## src/rtl/spi_slave_sync_pkg.sv

```systemverilog
// Shared SPI mode constants and edge helper for the oversampling SPI slave.
package spi_pkg;

  // Mode encoding is {CPOL, CPHA}
  localparam logic [1:0] SPI_MODE0 = 2'b00;
  localparam logic [1:0] SPI_MODE1 = 2'b01;
  localparam logic [1:0] SPI_MODE2 = 2'b10;
  localparam logic [1:0] SPI_MODE3 = 2'b11;

  function automatic logic leading_edge(input logic cpol, input logic prev, input logic cur);
    return (prev == cpol) && (cur != cpol);
  endfunction

endpackage

```

## src/rtl/spi_slave_sync_sync2.sv

```systemverilog
// Two-flop synchronizer for one asynchronous input bit.
module sync2 (
  input  logic clk,
  input  logic rst_n,
  input  logic d,
  output logic q
);

  logic meta_q, meta_d;
  logic sync_q, sync_d;

  always_comb begin
    meta_d = d;
    sync_d = meta_q;
  end

  always_ff @(posedge clk) begin
    if (!rst_n) begin
      meta_q <= 1'b0;
      sync_q <= 1'b0;
    end else begin
      meta_q <= meta_d;
      sync_q <= sync_d;
    end
  end

  assign q = sync_q;

endmodule

```

## src/rtl/spi_slave_sync.sv

```systemverilog
// SPI slave oversampling sck/mosi/cs in the clk domain, with a valid/ready TX
// holding register, single-cycle RX strobe, first-word flag and underrun strobe.
module spi_slave_sync
  import spi_pkg::*;
#(
  parameter int unsigned      WIDTH  = 8,
  parameter logic             CPOL   = 1'b0,
  parameter logic             CPHA   = 1'b0,
  parameter logic             CS_ACT = 1'b1,
  parameter logic [WIDTH-1:0] FILL   = '0
) (
  input  logic             clk,
  input  logic             rst_n,
  input  logic             sck,
  input  logic             mosi,
  input  logic             cs,
  output logic             miso,
  output logic             miso_oe,
  input  logic [WIDTH-1:0] tx_data,
  input  logic             tx_valid,
  output logic             tx_ready,
  output logic [WIDTH-1:0] rx_data,
  output logic             rx_valid,
  output logic             rx_first,
  output logic             tx_underrun,
  output logic             busy
);

  localparam int unsigned CNT_W = $clog2(WIDTH);

  logic sck_s, mosi_s, cs_s;

  sync2 u_sync_sck  (.clk(clk), .rst_n(rst_n), .d(sck),  .q(sck_s));
  sync2 u_sync_mosi (.clk(clk), .rst_n(rst_n), .d(mosi), .q(mosi_s));
  sync2 u_sync_cs   (.clk(clk), .rst_n(rst_n), .d(cs),   .q(cs_s));

  logic             sck_h_q, sck_h_d;
  logic             cs_h_q, cs_h_d;
  logic [CNT_W-1:0] bit_cnt_q, bit_cnt_d;
  logic [WIDTH-1:0] rx_shift_q, rx_shift_d;
  logic [WIDTH-1:0] tx_shift_q, tx_shift_d;
  logic [WIDTH-1:0] hold_q, hold_d;
  logic             hold_full_q, hold_full_d;
  logic             first_q, first_d;
  logic             skip_q, skip_d;
  logic             load_q, load_d;
  logic [WIDTH-1:0] rx_data_q, rx_data_d;
  logic             rx_valid_q, rx_valid_d;
  logic             rx_first_q, rx_first_d;
  logic             tx_underrun_q, tx_underrun_d;
  logic             tx_ready_q, tx_ready_d;
  logic             miso_oe_q, miso_oe_d;
  logic             busy_q, busy_d;

  logic sel, sel_prev, lead, trail, sample_e, shift_e, load_tx;

  always_comb begin
    sel      = (cs_s == CS_ACT);
    sel_prev = (cs_h_q == CS_ACT);
    lead     = leading_edge(CPOL, sck_h_q, sck_s);
    trail    = leading_edge(~CPOL, sck_h_q, sck_s);
    sample_e = sel && sel_prev && (CPHA ? trail : lead);
    shift_e  = sel && sel_prev && (CPHA ? lead : trail);
  end

  // Next-state: select/deselect take priority over SCK edges in the same cycle
  always_comb begin
    sck_h_d       = sck_s;
    cs_h_d        = cs_s;
    bit_cnt_d     = bit_cnt_q;
    rx_shift_d    = rx_shift_q;
    tx_shift_d    = tx_shift_q;
    hold_d        = hold_q;
    hold_full_d   = hold_full_q;
    first_d       = first_q;
    skip_d        = skip_q;
    load_d        = load_q;
    rx_data_d     = rx_data_q;
    rx_valid_d    = 1'b0;
    rx_first_d    = 1'b0;
    tx_underrun_d = 1'b0;
    load_tx       = 1'b0;

    if (sel && !sel_prev) begin
      bit_cnt_d = '0;
      first_d   = 1'b1;
      skip_d    = CPHA;
      load_d    = 1'b0;
      load_tx   = 1'b1;
    end else if (!sel && sel_prev) begin
      bit_cnt_d  = '0;
      load_d     = 1'b0;
      rx_shift_d = '0;
    end else if (sample_e) begin
      rx_shift_d = {rx_shift_q[WIDTH-2:0], mosi_s};
      if (bit_cnt_q == CNT_W'(WIDTH - 1)) begin
        rx_data_d  = {rx_shift_q[WIDTH-2:0], mosi_s};
        rx_valid_d = 1'b1;
        rx_first_d = first_q;
        first_d    = 1'b0;
        bit_cnt_d  = '0;
        load_d     = 1'b1;
      end else begin
        bit_cnt_d = bit_cnt_q + CNT_W'(1);
      end
    end else if (shift_e) begin
      if (skip_q) begin
        skip_d = 1'b0;
      end else if (load_q) begin
        load_d  = 1'b0;
        load_tx = 1'b1;
      end else begin
        tx_shift_d = {tx_shift_q[WIDTH-2:0], 1'b0};
      end
    end

    if (load_tx) begin
      if (hold_full_q) begin
        tx_shift_d  = hold_q;
        hold_full_d = 1'b0;
      end else begin
        tx_shift_d    = FILL;
        tx_underrun_d = 1'b1;
      end
    end

    // A write in the same cycle as a load lands after the load has taken the old word
    if (tx_valid && tx_ready_q) begin
      hold_d      = tx_data;
      hold_full_d = 1'b1;
    end

    tx_ready_d = ~hold_full_d;
    miso_oe_d  = sel;
    busy_d     = sel && (bit_cnt_d != '0);
  end

  always_ff @(posedge clk) begin
    if (!rst_n) begin
      sck_h_q       <= 1'b0;
      cs_h_q        <= 1'b0;
      bit_cnt_q     <= '0;
      rx_shift_q    <= '0;
      tx_shift_q    <= '0;
      hold_q        <= '0;
      hold_full_q   <= 1'b0;
      first_q       <= 1'b0;
      skip_q        <= 1'b0;
      load_q        <= 1'b0;
      rx_data_q     <= '0;
      rx_valid_q    <= 1'b0;
      rx_first_q    <= 1'b0;
      tx_underrun_q <= 1'b0;
      tx_ready_q    <= 1'b1;
      miso_oe_q     <= 1'b0;
      busy_q        <= 1'b0;
    end else begin
      sck_h_q       <= sck_h_d;
      cs_h_q        <= cs_h_d;
      bit_cnt_q     <= bit_cnt_d;
      rx_shift_q    <= rx_shift_d;
      tx_shift_q    <= tx_shift_d;
      hold_q        <= hold_d;
      hold_full_q   <= hold_full_d;
      first_q       <= first_d;
      skip_q        <= skip_d;
      load_q        <= load_d;
      rx_data_q     <= rx_data_d;
      rx_valid_q    <= rx_valid_d;
      rx_first_q    <= rx_first_d;
      tx_underrun_q <= tx_underrun_d;
      tx_ready_q    <= tx_ready_d;
      miso_oe_q     <= miso_oe_d;
      busy_q        <= busy_d;
    end
  end

  assign miso        = tx_shift_q[WIDTH-1];
  assign miso_oe     = miso_oe_q;
  assign tx_ready    = tx_ready_q;
  assign rx_data     = rx_data_q;
  assign rx_valid    = rx_valid_q;
  assign rx_first    = rx_first_q;
  assign tx_underrun = tx_underrun_q;
  assign busy        = busy_q;

endmodule
```

## config.mk

```make
export PLATFORM = sky130hd
export DESIGN_NAME = spi_slave_sync
export DESIGN_NICKNAME = d
export VERILOG_FILES = /design/src/rtl/spi_slave_sync_pkg.sv /design/src/rtl/spi_slave_sync_sync2.sv /design/src/rtl/spi_slave_sync.sv
export SDC_FILE = /design/constraint.sdc
export NUM_CORES = 1
export LEC_CHECK = 0
export CORE_MARGIN = 2
export CORE_UTILIZATION = 40
export DETAILED_ROUTE_END_ITERATION = 16
export SLEW_MARGIN = 20
export SYNTH_ARGS = -nofsm -noshare
export SYNTH_HDL_FRONTEND = slang
export SYNTH_SLANG_ARGS = --single-unit
```

## constraint.sdc

```tcl
create_clock -name clk -period 2.3 [get_ports clk]
set_input_delay 0.575 -clock clk [delete_from_list [all_inputs] [get_ports clk]]
set_output_delay 0.575 -clock clk [all_outputs]
set_load 0.02 [all_outputs]
```

==> results.md, run 1 <==
- Fill cells in the final layout number 461.
- The most common cell in the synthesized netlist is sky130_fd_sc_hd__dfxtp_1.
- The deepest level of the CTS H-tree is 2.
- After clock tree synthesis, the flow added hold-fix buffers numbering 0.
- The flow ran to the end, and the final reports show no timing, DRC or antenna violations.
- In this run the number of cells on the critical path is 1.
- Dividing total power by cell area gives a power density of 697 mW/mm².
- The post-synth net total is 227.
- The class of the worst hold path is register to register.
- The netlist uses 32 different library cells.
- The cell-internal power is 1290 µW.
- The clock tree from TritonCTS is built.
- The sequential fraction of design power is 0.550.
- The startpoint type of the worst setup path is a register.
- Wires add up to 3.57 mm.
- The fraction of power consumed by the clock network is 0.384.
- The number of DRC markers after the initial detailed-route iteration is 86.
- The share of async-settable or async-resettable flops after synthesis is 0.
- The slowest stage cell on the critical path is sky130_fd_sc_hd__clkdlybuf4s50_1.
- The number of antenna diodes is 0.
- The worst path required time is 1.73 ns.
- The number of buffers on the longest clock path is 2.
- The sequential area share after synthesis is 0.520.
- In this run the cell area of the synthesized design comes to 0.00192 mm².
- The critical path goes through clkdlybuf4s50_1.
- The first TritonRoute pass finished after 4 iterations.
- The final number of max-transition violations is 0.
- Entering global routing, the biggest net connects 29 pins.
- At the later pin of the worst-skew pair, clock insertion delay measures 0.31 ns.
- In this run the post-CTS setup repair buffer count came out at 0.
- At the end of routability-driven placement, the weighted congestion stood at 0.748.
- The dominant register cell in the synthesized netlist is sky130_fd_sc_hd__dfxtp_1.
- The floorplan has 25 rows.
- Sorting the synthesized cells by area gives the leading types as sky130_fd_sc_hd__dfxtp_1 52%, sky130_fd_sc_hd__nand2_1 5.1%, sky130_fd_sc_hd__mux2i_1 4.2%.
- In the routed design, unresolved DRC markers number 0.
- The tree is rooted in a sky130_fd_sc_hd__clkbuf_8.
- The switching power is 358 µW.
- The startpoint identified for the worst register-to-register timing path is miso_oe$_SDFF_PN0_.
- After the flow finishes, the layout carries non-filler instances totaling 290.
- From left edge to right edge, the die measures 73.3 µm.
- The clock buffer count from CTS is 5.
- The final count of negative-setup-slack endpoints is 0.
- Summing over every cut layer, the via total after detailed routing is 1469.
- Across the run, the number of max-cap violations was 0.
- The leakage power of the design is 0.000948 µW.
- The core region area is 0.00469 mm².
- The first element of the critical path is miso_oe$_SDFF_PN0_.
- The die covers 0.00538 mm².
- Summed over all nets, the half-perimeter wirelength after detailed placement is 2.40 mm.
- The top fanout value on the critical path is 5.
- The final antenna-violating net count is 0.
- The post-CTS resize count is 0.
- The highest ir drop seen on vdd is 0.384 mV.
- Of the cells placed in the final design, the portion with a size suffix greater than 1 is 0.0805.
- The final-report hold violation count was 0.
- Dividing the final minimum period by the clock period gives 0.837.
- The capture point of the critical path is miso_oe.
- Yosys mapped a number of flops with a built-in enable equal to 0.
- The count of buffers added on input and output ports is 28.
- The relative slew slack is 0.607.
- In the final design database the tool counted 256 nets.
- The first global-routing pass estimated 5.96 mm of wire.
- In this design, the stage delay of the slowest critical-path cell is 0.65 ns.
- STA classifies the critical path endpoint as a primary output.
- For the worst flop-to-flop path, the logic depth is 5.
- The number of antenna violations at the first check in global routing came to 0.
- 29 I/O pins were placed.
- The flip-flop and latch count after synthesis is 50.
- The clock-pin slew on the worst setup and hold paths is 0.08 ns.
- The number of clock sinks is 50.
- The commonest cells after synthesis are 50 x sky130_fd_sc_hd__dfxtp_1, 26 x sky130_fd_sc_hd__nand2_1, 18 x sky130_fd_sc_hd__nor2_1.
- The routed length per instance is 12.3 µm.
- The endpoint arrival time on the critical path is 1.35 ns.
- On the critical path the largest part of the delay comes from buffers and inverters.
- The ratio of routed vias to standard cells is 5.07.
- The final standard cell utilization of the core is 0.505.
- The number of buffers and inverters on the critical path is 1.
- The cell count after synthesis is 207.
- Counting I/O delays and the setup requirement, the final critical path takes 1.93 ns.
- The share of total power dissipated in combinational logic is 0.067.
- The initial core utilization is 0.410.
- The slew at the pin closest to its max-slew limit is 0.589 ns.
- For this run, the top clock speed supported by timing is 519 MHz.
- The setup TNS is 0 ns.
- The global-route usage over all layers is 0.146.
- The number of placed instances with taps included is 283.
- The number of global-route vias before repair is 1282.
- Setup repair after global routing left no endpoint under its margin.
- The remaining global-route overflow is 0.
- Relative to the synthesized area, the layout overhead comes to 23.1%.
- The number of warning messages in the yosys log is 0.
- The fraction of power spent switching nets is 0.217.
- Of the post-synthesis cell area, the dominant cell type holds 0.520.
- Clock skew on the completed layout was measured at 0.0140 ns.
- The worst register-to-register path ends at tx_shift_q[0]$_SDFFE_PN0P_.
- The type of the worst setup path is register to primary output.
- The die span in y is 73.3 µm.
- The mean cell area of the mapped netlist is 9.29 µm².
- The biggest area contributor in the post-synthesis netlist is sky130_fd_sc_hd__dfxtp_1.
- The setup slack of the most critical reg-to-reg path is 0.53 ns.
- The hold path startpoint is u_sync_sck.meta_q$_SDFF_PN0_.
[power by group through the flow]
stage	sequential [µW]	combinational [µW]	clock, µW
floorplan	924	64.7	0
global placement	927	110	0
detailed placement	927	111	0
CTS	907	112	645
global route	911	123	675
finish	907	110	633
[stage by stage]
| stage | instance area (µm²) | setup WS, ns | power [µW] | hold slack, ns |
|---|---|---|---|---|
| after detailed placement | 2250 | 0.374 | 1040 | 0.421 |
| final | 2370 | 0.374 | 1650 | 0.436 |
| after global placement | 2250 | 0.373 | 1040 | 0.416 |
| after global routing | 2370 | 0.311 | 1710 | 0.441 |
| after CTS | 2370 | 0.350 | 1660 | 0.436 |
| after floorplan | 1920 | 0.639 | 989 | 0.411 |
[cell families (layout without fill, tap and decap cells)]
| group | after synthesis | in the layout | share of synthesized area |
|---|---|---|---|
| compound gates | 42 | 42 | 0.141 |
| fa+ha+maj | 6 | 6 | 0.0390 |
| buf+inv | 17 | 46 | 0.0397 |
| flops | 50 | 50 | 0.520 |
| mux | 8 | 8 | 0.0416 |
| simple gates | 84 | 84 | 0.218 |
[layout by cell type, fill, tap and decap left out, types with 7 or more instances in the layout]
master	count
sky130_fd_sc_hd__nor2_1	18
sky130_fd_sc_hd__nand2_1	26
sky130_fd_sc_hd__a22oi_1	7
sky130_fd_sc_hd__clkdlybuf4s50_1	28
sky130_fd_sc_hd__dfxtp_1	50
sky130_fd_sc_hd__and2_1	8
sky130_fd_sc_hd__a21oi_1	14
sky130_fd_sc_hd__a31oi_1	7
sky130_fd_sc_hd__mux2i_1	8
sky130_fd_sc_hd__nand3_1	16
[sequential cells by signal, summed over array words and instances, names as in the netlist, 3 cells and up]
register and count:
rx_shift_q 7, hold_q 8, bit_cnt_q 3, tx_shift_q 8, rx_data 8
[per-layer routing]
layer,up-vias,part of all wire,global-route usage
met5,-,0,0
met4,0,0.020,0.0687
met3,7,0.046,0.0453
met2,29,0.40,0.196
met1,662,0.53,0.212
li1,771,-,-
[how the worst min path moves through the flow]
| stage | cells after the start | slack (ns) | endpoint |
|---|---|---|---|
| finish | 1 | 0.44 | u_sync_sck.q$_SDFF_PN0_ |
| global route | 2 | 0.44 | rx_first$_SDFF_PP0_ |
| CTS | 1 | 0.44 | u_sync_sck.q$_SDFF_PN0_ |
| detailed placement | 1 | 0.42 | u_sync_mosi.q$_SDFF_PN0_ |
| global placement | 1 | 0.42 | u_sync_cs.q$_SDFF_PN0_ |
| floorplan | 2 | 0.41 | rx_first$_SDFF_PP0_ |
[final cells by class]
type                    count  area, µm²  share of cell area
well taps                  54       67.6              0.0285
repair buffers             33        318               0.134
inverters                   6       22.5             0.00951
multi-input cells         140        846               0.357
clock inverters             1       30.0              0.0127
clock buffers               6       82.6              0.0349
flip-flops and latches     50       1000               0.423
Power figures use the tool's default switching activity.
==> run 2: changes to the inputs <==
==> constraint.sdc (replaced) <==
create_clock -name clk -period 1.9 [get_ports clk]
set_input_delay 0.475 -clock clk [delete_from_list [all_inputs] [get_ports clk]]
set_output_delay 0.475 -clock clk [all_outputs]
set_load 0.02 [all_outputs]
==> results.md, run 2 (same netlist as run 1, synthesis figures left out) <==
- The die area is 0.00538 mm².
- The number of antenna diodes is 0.
- The number of remaining DRC errors is 0.
- The core region area is 0.00469 mm².
- The setup TNS is 0 ns.
- The die span in y is 73.3 µm.
- The endpoint arrival time on the critical path is 1.35 ns.
- Of the available clock period, the critical path in the final layout requires 0.961.
- At the worst endpoint, the required time is 1.42 ns.
- The flow ran to the end, and the final reports show no timing, DRC or antenna violations.
- The tool flagged a number of max-cap violations equal to 0.
- Broken down by cell family, the worst path's largest delay share belongs to buffers and inverters.
- The share of total power dissipated in sequential elements is 0.559.
- Entering global routing, the biggest net connects 29 pins.
- The leading cell type in the layout, fill and taps excluded is sky130_fd_sc_hd__dfxtp_1.
- The fill cell total of the finished layout is 464.
- The remaining global-route overflow is 0.
- The kind of capture point of the worst setup path is a primary output.
- The placement row count is 25.
- The total wirelength of the detailed-routed design is 3.63 mm.
- The final antenna-violating net count is 0.
- In the post-route analysis, the smallest setup slack over all paths is 0.0744 ns.
- Across the routed clock network, the largest skew measured is 0.00393 ns.
- The slowest stage cell on the critical path is sky130_fd_sc_hd__clkdlybuf4s50_1.
- The routed design could run at a clock period as short as 1.83 ns.
- The top achievable clock speed is 548 MHz.
- The setup slack at placement is 0.139 ns.
- In the routed layout, each cell is associated on average with a via count of 5.02.
- The area growth from synthesis to layout is 25.4%.
- The H-tree was split into 2 levels.
- The final count of negative-setup-slack endpoints is 0.
- The highest ir drop seen on vdd is 0.435 mV.
- The estimated wirelength of the detail-placed design is 2.52 mm.
- The number of buffers on the longest clock path is 2.
- In this run the power spent charging and discharging nets is 418 µW.
- Dividing the detail-routed wire length by the instance count gives 12.3 µm.
- The number of DRC markers after the initial detailed-route iteration is 84.
- The internal portion of the total power is 1540 µW.
- After clock tree synthesis, the clock-pin slew on the worst setup and hold paths is 0.08 ns.
- The type of the worst setup path is register to primary output.
- The root buffer cell chosen for the clock tree is sky130_fd_sc_hd__clkbuf_8.
- The power per cell area is 814 mW/mm².
- The number of nets in the layout is 260.
- The number of input and output port buffers inserted is 28.
- Of all nets on the critical path, the largest fanout is 5.
- Of the total power, the clock network draws 0.367.
- In the layout the commonest cells are 50 x sky130_fd_sc_hd__dfxtp_1, 28 x sky130_fd_sc_hd__clkdlybuf4s50_1, 26 x sky130_fd_sc_hd__nand2_1.
- Clock latency on the worst-skew pair, taken at its later pin, is 0.30 ns.
- The class of the worst hold path is register to register.
- Routability-driven placement finished with a final weighted congestion of 0.756.
- The number of global-route vias before repair is 1420.
- In the final layout, the share of cells above drive strength 1 is 0.0913.
- The share of total power in combinational logic is 0.073.
- The detailed router placed 1481 vias in this run.
- 29 I/O pins were placed.
- The number of clock buffers added by TritonCTS is 5.
- At the pin with the least slew margin, the transition time is 0.451 ns.
- The final-report hold violation count is 0.
- The first detailed-routing pass took 4 iterations.
- The initial core utilization is 0.410.
- The die width is 73.3 µm.
- The clock tree from TritonCTS is built.
- The number of buffers and inverters on the critical path is 1.
- Walking the worst path, the cells encountered are clkdlybuf4s50_1.
- Setup repair after global routing left no endpoint under its margin.
- The worst pin sits at a relative slew slack of 0.698.
- Of the total power, the share spent switching nets is 0.213.
- Clock tree synthesis found a total of 50 sinks.
- The global-route usage over all layers is 0.155.
- The worst stage delay on the critical path is 0.65 ns.
- The leakage power of the design is 0.000967 µW.
- The global-route wire length before repair is 6.44 mm.
- The number of antenna violations at the first check in global routing is 0.
- STA classifies the critical path startpoint as a register.
- The number of hold buffers added after CTS was 0.
- The final number of max-transition violations was 0.
run 2: cell count changes in the layout (fill, tap and decap cells not counted), sizes merged:
cell    previous run  this run
clkbuf             6         7
buf                5         9
run 2: worst paths after layout:
check                             to  slack, ns                         from  cells past startpoint
max                          miso_oe       0.07           miso_oe$_SDFF_PN0_                      1
min           u_sync_cs.q$_SDFF_PN0_       0.44  u_sync_cs.meta_q$_SDFF_PN0_                      1
max reg2reg  rx_data[0]$_SDFFE_PN0P_       0.23           miso_oe$_SDFF_PN0_                      6
min reg2reg   u_sync_cs.q$_SDFF_PN0_       0.44  u_sync_cs.meta_q$_SDFF_PN0_                      1
run 2: layout make-up:
class	count	area, µm²	area share
sequential	50	1000	0.415
multi-input combinational	140	853	0.354
timing repair buffer	37	360	0.149
clock buffer	7	76.3	0.0317
tap	54	67.6	0.0280
clock inverter	1	30.0	0.0125
inverter	6	22.5	0.00934
run 2: per-layer routing:
layer	GRT usage	vias to the layer above	routed length (µm)
met4	0.0727	0	54
met1	0.222	679	1880
met3	0.0288	4	85
li1	-	779	-
met5	0	-	0
met2	0.225	19	1610
run 2: power groups by stage:
| stage | logic (µW) | clock network [µW] | registers [µW] |
|---|---|---|---|
| 2_1_floorplan | 78.4 | 0 | 1120 |
| 3_3_place_gp | 140 | 0 | 1120 |
| 3_5_place_dp | 140 | 0 | 1120 |
| 4_1_cts | 141 | 745 | 1100 |
| 5_1_grt | 161 | 780 | 1100 |
| 6_report | 144 | 721 | 1100 |
run 2: per-stage QoR:
step	util	std cells	instance area, µm²	hold slack, ns	power [µW]
after floorplan	-	207	1920	0.411	1200
after global placement	0.485	286	2280	0.414	1260
after detailed placement	0.485	286	2280	0.419	1260
after CTS	0.508	294	2380	0.440	1980
after global routing	0.514	295	2410	0.452	2040
final	0.514	295	2410	0.437	1960
run 2: repair_timing:
item	CTS	global route
setup endpoints to repair	0	7
buffers inserted	0	1
endpoints found under the hold margin	0	0
gates resized for setup	0	1
==> run 3: changes to the inputs <==
==> constraint.sdc (replaced) <==
create_clock -name clk -period 2.2 [get_ports clk]
set_input_delay 0.55 -clock clk [delete_from_list [all_inputs] [get_ports clk]]
set_output_delay 0.55 -clock clk [all_outputs]
set_load 0.02 [all_outputs]
==> results.md, run 3 (same netlist as run 1, synthesis figures left out) <==
- The placed instances occupy a cell area of 0.00225 mm².
- The die area is 0.00538 mm².
- The global-route usage over all layers is 0.142.
- The number of DRC markers after the initial detailed-route iteration is 95.
- The die width is 73.3 µm.
- The final worst clock skew is 0.00907 ns.
- In this run the clock root is driven by a sky130_fd_sc_hd__clkbuf_8.
- Prior to clock tree synthesis, the placed netlist has a worst setup slack of 0.238 ns.
- The time the worst path needs with I/O delays and setup is 1.91 ns.
- The worst pin sits at a relative slew slack of 0.614.
- Walking the worst path, the cells encountered are clkdlybuf4s50_1.
- The first global-routing pass estimated 5.87 mm of wire.
- The finished layout holds 291 standard cells, fillers aside.
- The first-pass detailed-route iteration total is 4.
- The estimated wirelength of the detail-placed design is 2.45 mm.
- Data on the critical path arrives at its endpoint at 1.36 ns.
- Leaving out fill and tap cells, the most frequent cells in the layout are 50 x sky130_fd_sc_hd__dfxtp_1, 28 x sky130_fd_sc_hd__clkdlybuf4s50_1, 26 x sky130_fd_sc_hd__nand2_1.
- The number of antenna violations at the first check in global routing is 0.
- Based on the critical path, the design can be clocked at up to 524 MHz.
- The routed layout has 1459 vias.
- No sink is reached through more buffers than the 2 on the longest clock path.
- After clock tree synthesis, the clock-pin slew on the worst setup and hold paths is 0.09 ns.
- The post-CTS resize count is 0.
- The placement row count is 25.
- At the pin with the least slew margin, the transition time is 0.579 ns.
- The number of maximum-capacitance constraint violations is 0.
- The total overflow left after global routing is 0.
- The initial core utilization is 0.410.
- In the routed design, unresolved DRC markers number 0.
- Setup violations remaining at the end of the flow were counted as 0.
- The hold-fix buffer count after cts is 0.
- The number of global-route vias before repair came to 1303.
- In this run the worst path has a maximum fanout of 5.
- The area growth from synthesis to layout is 23.0%.
- The detail route stage leaves a number of antenna-violating nets equal to 0.
- The total wirelength of the detailed-routed design is 3.56 mm.
- The highest ir drop seen on vdd is 0.360 mV.
- The final-report hold violation count came to 0.
- The global placement routability congestion is 0.771.
- The class of the worst hold path is register to register.
- The worst setup path is launched from a register.
- The clock tree from TritonCTS is built.
- In the detailed route, the total length drawn on met2 is 1.54 mm.
- The number of input and output port buffers inserted is 28.
- The kind of capture point of the worst setup path is a primary output.
- After floorplanning, the core was sized to cover 0.00469 mm².
- Overall power consumption after layout is estimated at 1700 µW.
- The number of placed instances with taps included is 283.
- Pin placement for this block handled 29 I/O pins.
- The post-layout instance area is 0.00236 mm².
- The repair_antennas step left the layout with diodes totalling 0.
- Routed signal wires occupy layers up through met4.
- Setup slack on the critical path of the routed design comes to 0.291 ns.
- The ratio of routed vias to standard cells is 5.01.
- The leakage power of the design is 0.000942 µW.
- Clock tree synthesis found a total of 50 sinks.
- The slowest stage cell on the critical path is sky130_fd_sc_hd__clkdlybuf4s50_1.
- Entering global routing, the biggest net connects 29 pins.
- The library cell used most frequently in the layout, excluding fill and tap cells, is sky130_fd_sc_hd__dfxtp_1.
- In the detailed route, the total length drawn on met3 is 126 µm.
- The setup TNS is 0 ns.
- For this block, wires on met1 add up to 1.83 mm.
- After detailed routing, the average wire length per cell comes to 12.2 µm.
- The fraction of the cycle the final worst path needs is 0.868.
- After the last flow step, the layout net total stands at 256.
- The kind of cell adding the most delay to the critical path is buffers and inverters.
- The die span in y is 73.3 µm.
- The proportion of layout cells with a drive suffix above 1 is 0.0802.
- Setup repair after global routing left no endpoint under its margin.
- The final number of max-transition violations is 0.
- The power per cell area is 721 mW/mm².
- Counting both buffers and inverters, the worst setup path holds a total of 1.
- The type of the worst setup path is register to primary output.
- Clock tree synthesis inserted a total of 5 buffers.
- The run finished with clean final reports.
- The clock tree synthesis step divided the H-tree into 2 levels.
- The later pin in the worst-skew pair is clocked with a latency of 0.31 ns.
- The total setup buffers inserted after CTS is 0.
- At the worst endpoint, the required time is 1.65 ns.
- For this run, the slowest stage of the critical path takes 0.65 ns.
==> run 3: worst paths after layout <==
| path | from | to | slack (ns) | cells past startpoint |
|---|---|---|---|---|
| worst max-delay path | miso_oe$_SDFF_PN0_ | miso_oe | 0.29 | 1 |
| worst min-delay path | u_sync_sck.meta_q$_SDFF_PN0_ | u_sync_sck.q$_SDFF_PN0_ | 0.43 | 1 |
| worst max register to register | miso_oe$_SDFF_PN0_ | tx_shift_q[6]$_SDFFE_PN0P_ | 0.41 | 5 |
| worst min register to register | u_sync_sck.meta_q$_SDFF_PN0_ | u_sync_sck.q$_SDFF_PN0_ | 0.43 | 1 |
==> run 3: area by class of cell <==
class,instances,area (µm²)
fillers,486,2330
clock inverters,2,37.5
inverters,6,22.5
well taps,54,67.6
multi-input cells,140,846
repair buffers,33,318
clock buffers,6,72.6
flip-flops and latches,50,1000
==> run 3: metrics by stage <==
stage               utilization  hold WS, ns
detailed placement        0.481        0.419
CTS                       0.504        0.433
global placement          0.481        0.417
floorplan                     -        0.411
finish                    0.504        0.432
global route              0.504        0.462
==> run 3: power breakdown <==
group	total, µW	switching (µW)	internal (µW)
Combinational	115	59.0	55.6
Clock	642	302	339
Sequential	948	17.2	931
==> run 3: layer usage <==
layer,vias up,GRT usage
li1,768,-
met1,661,0.196
met2,24,0.207
met3,6,0.0412
met4,0,0.0606
met5,-,0
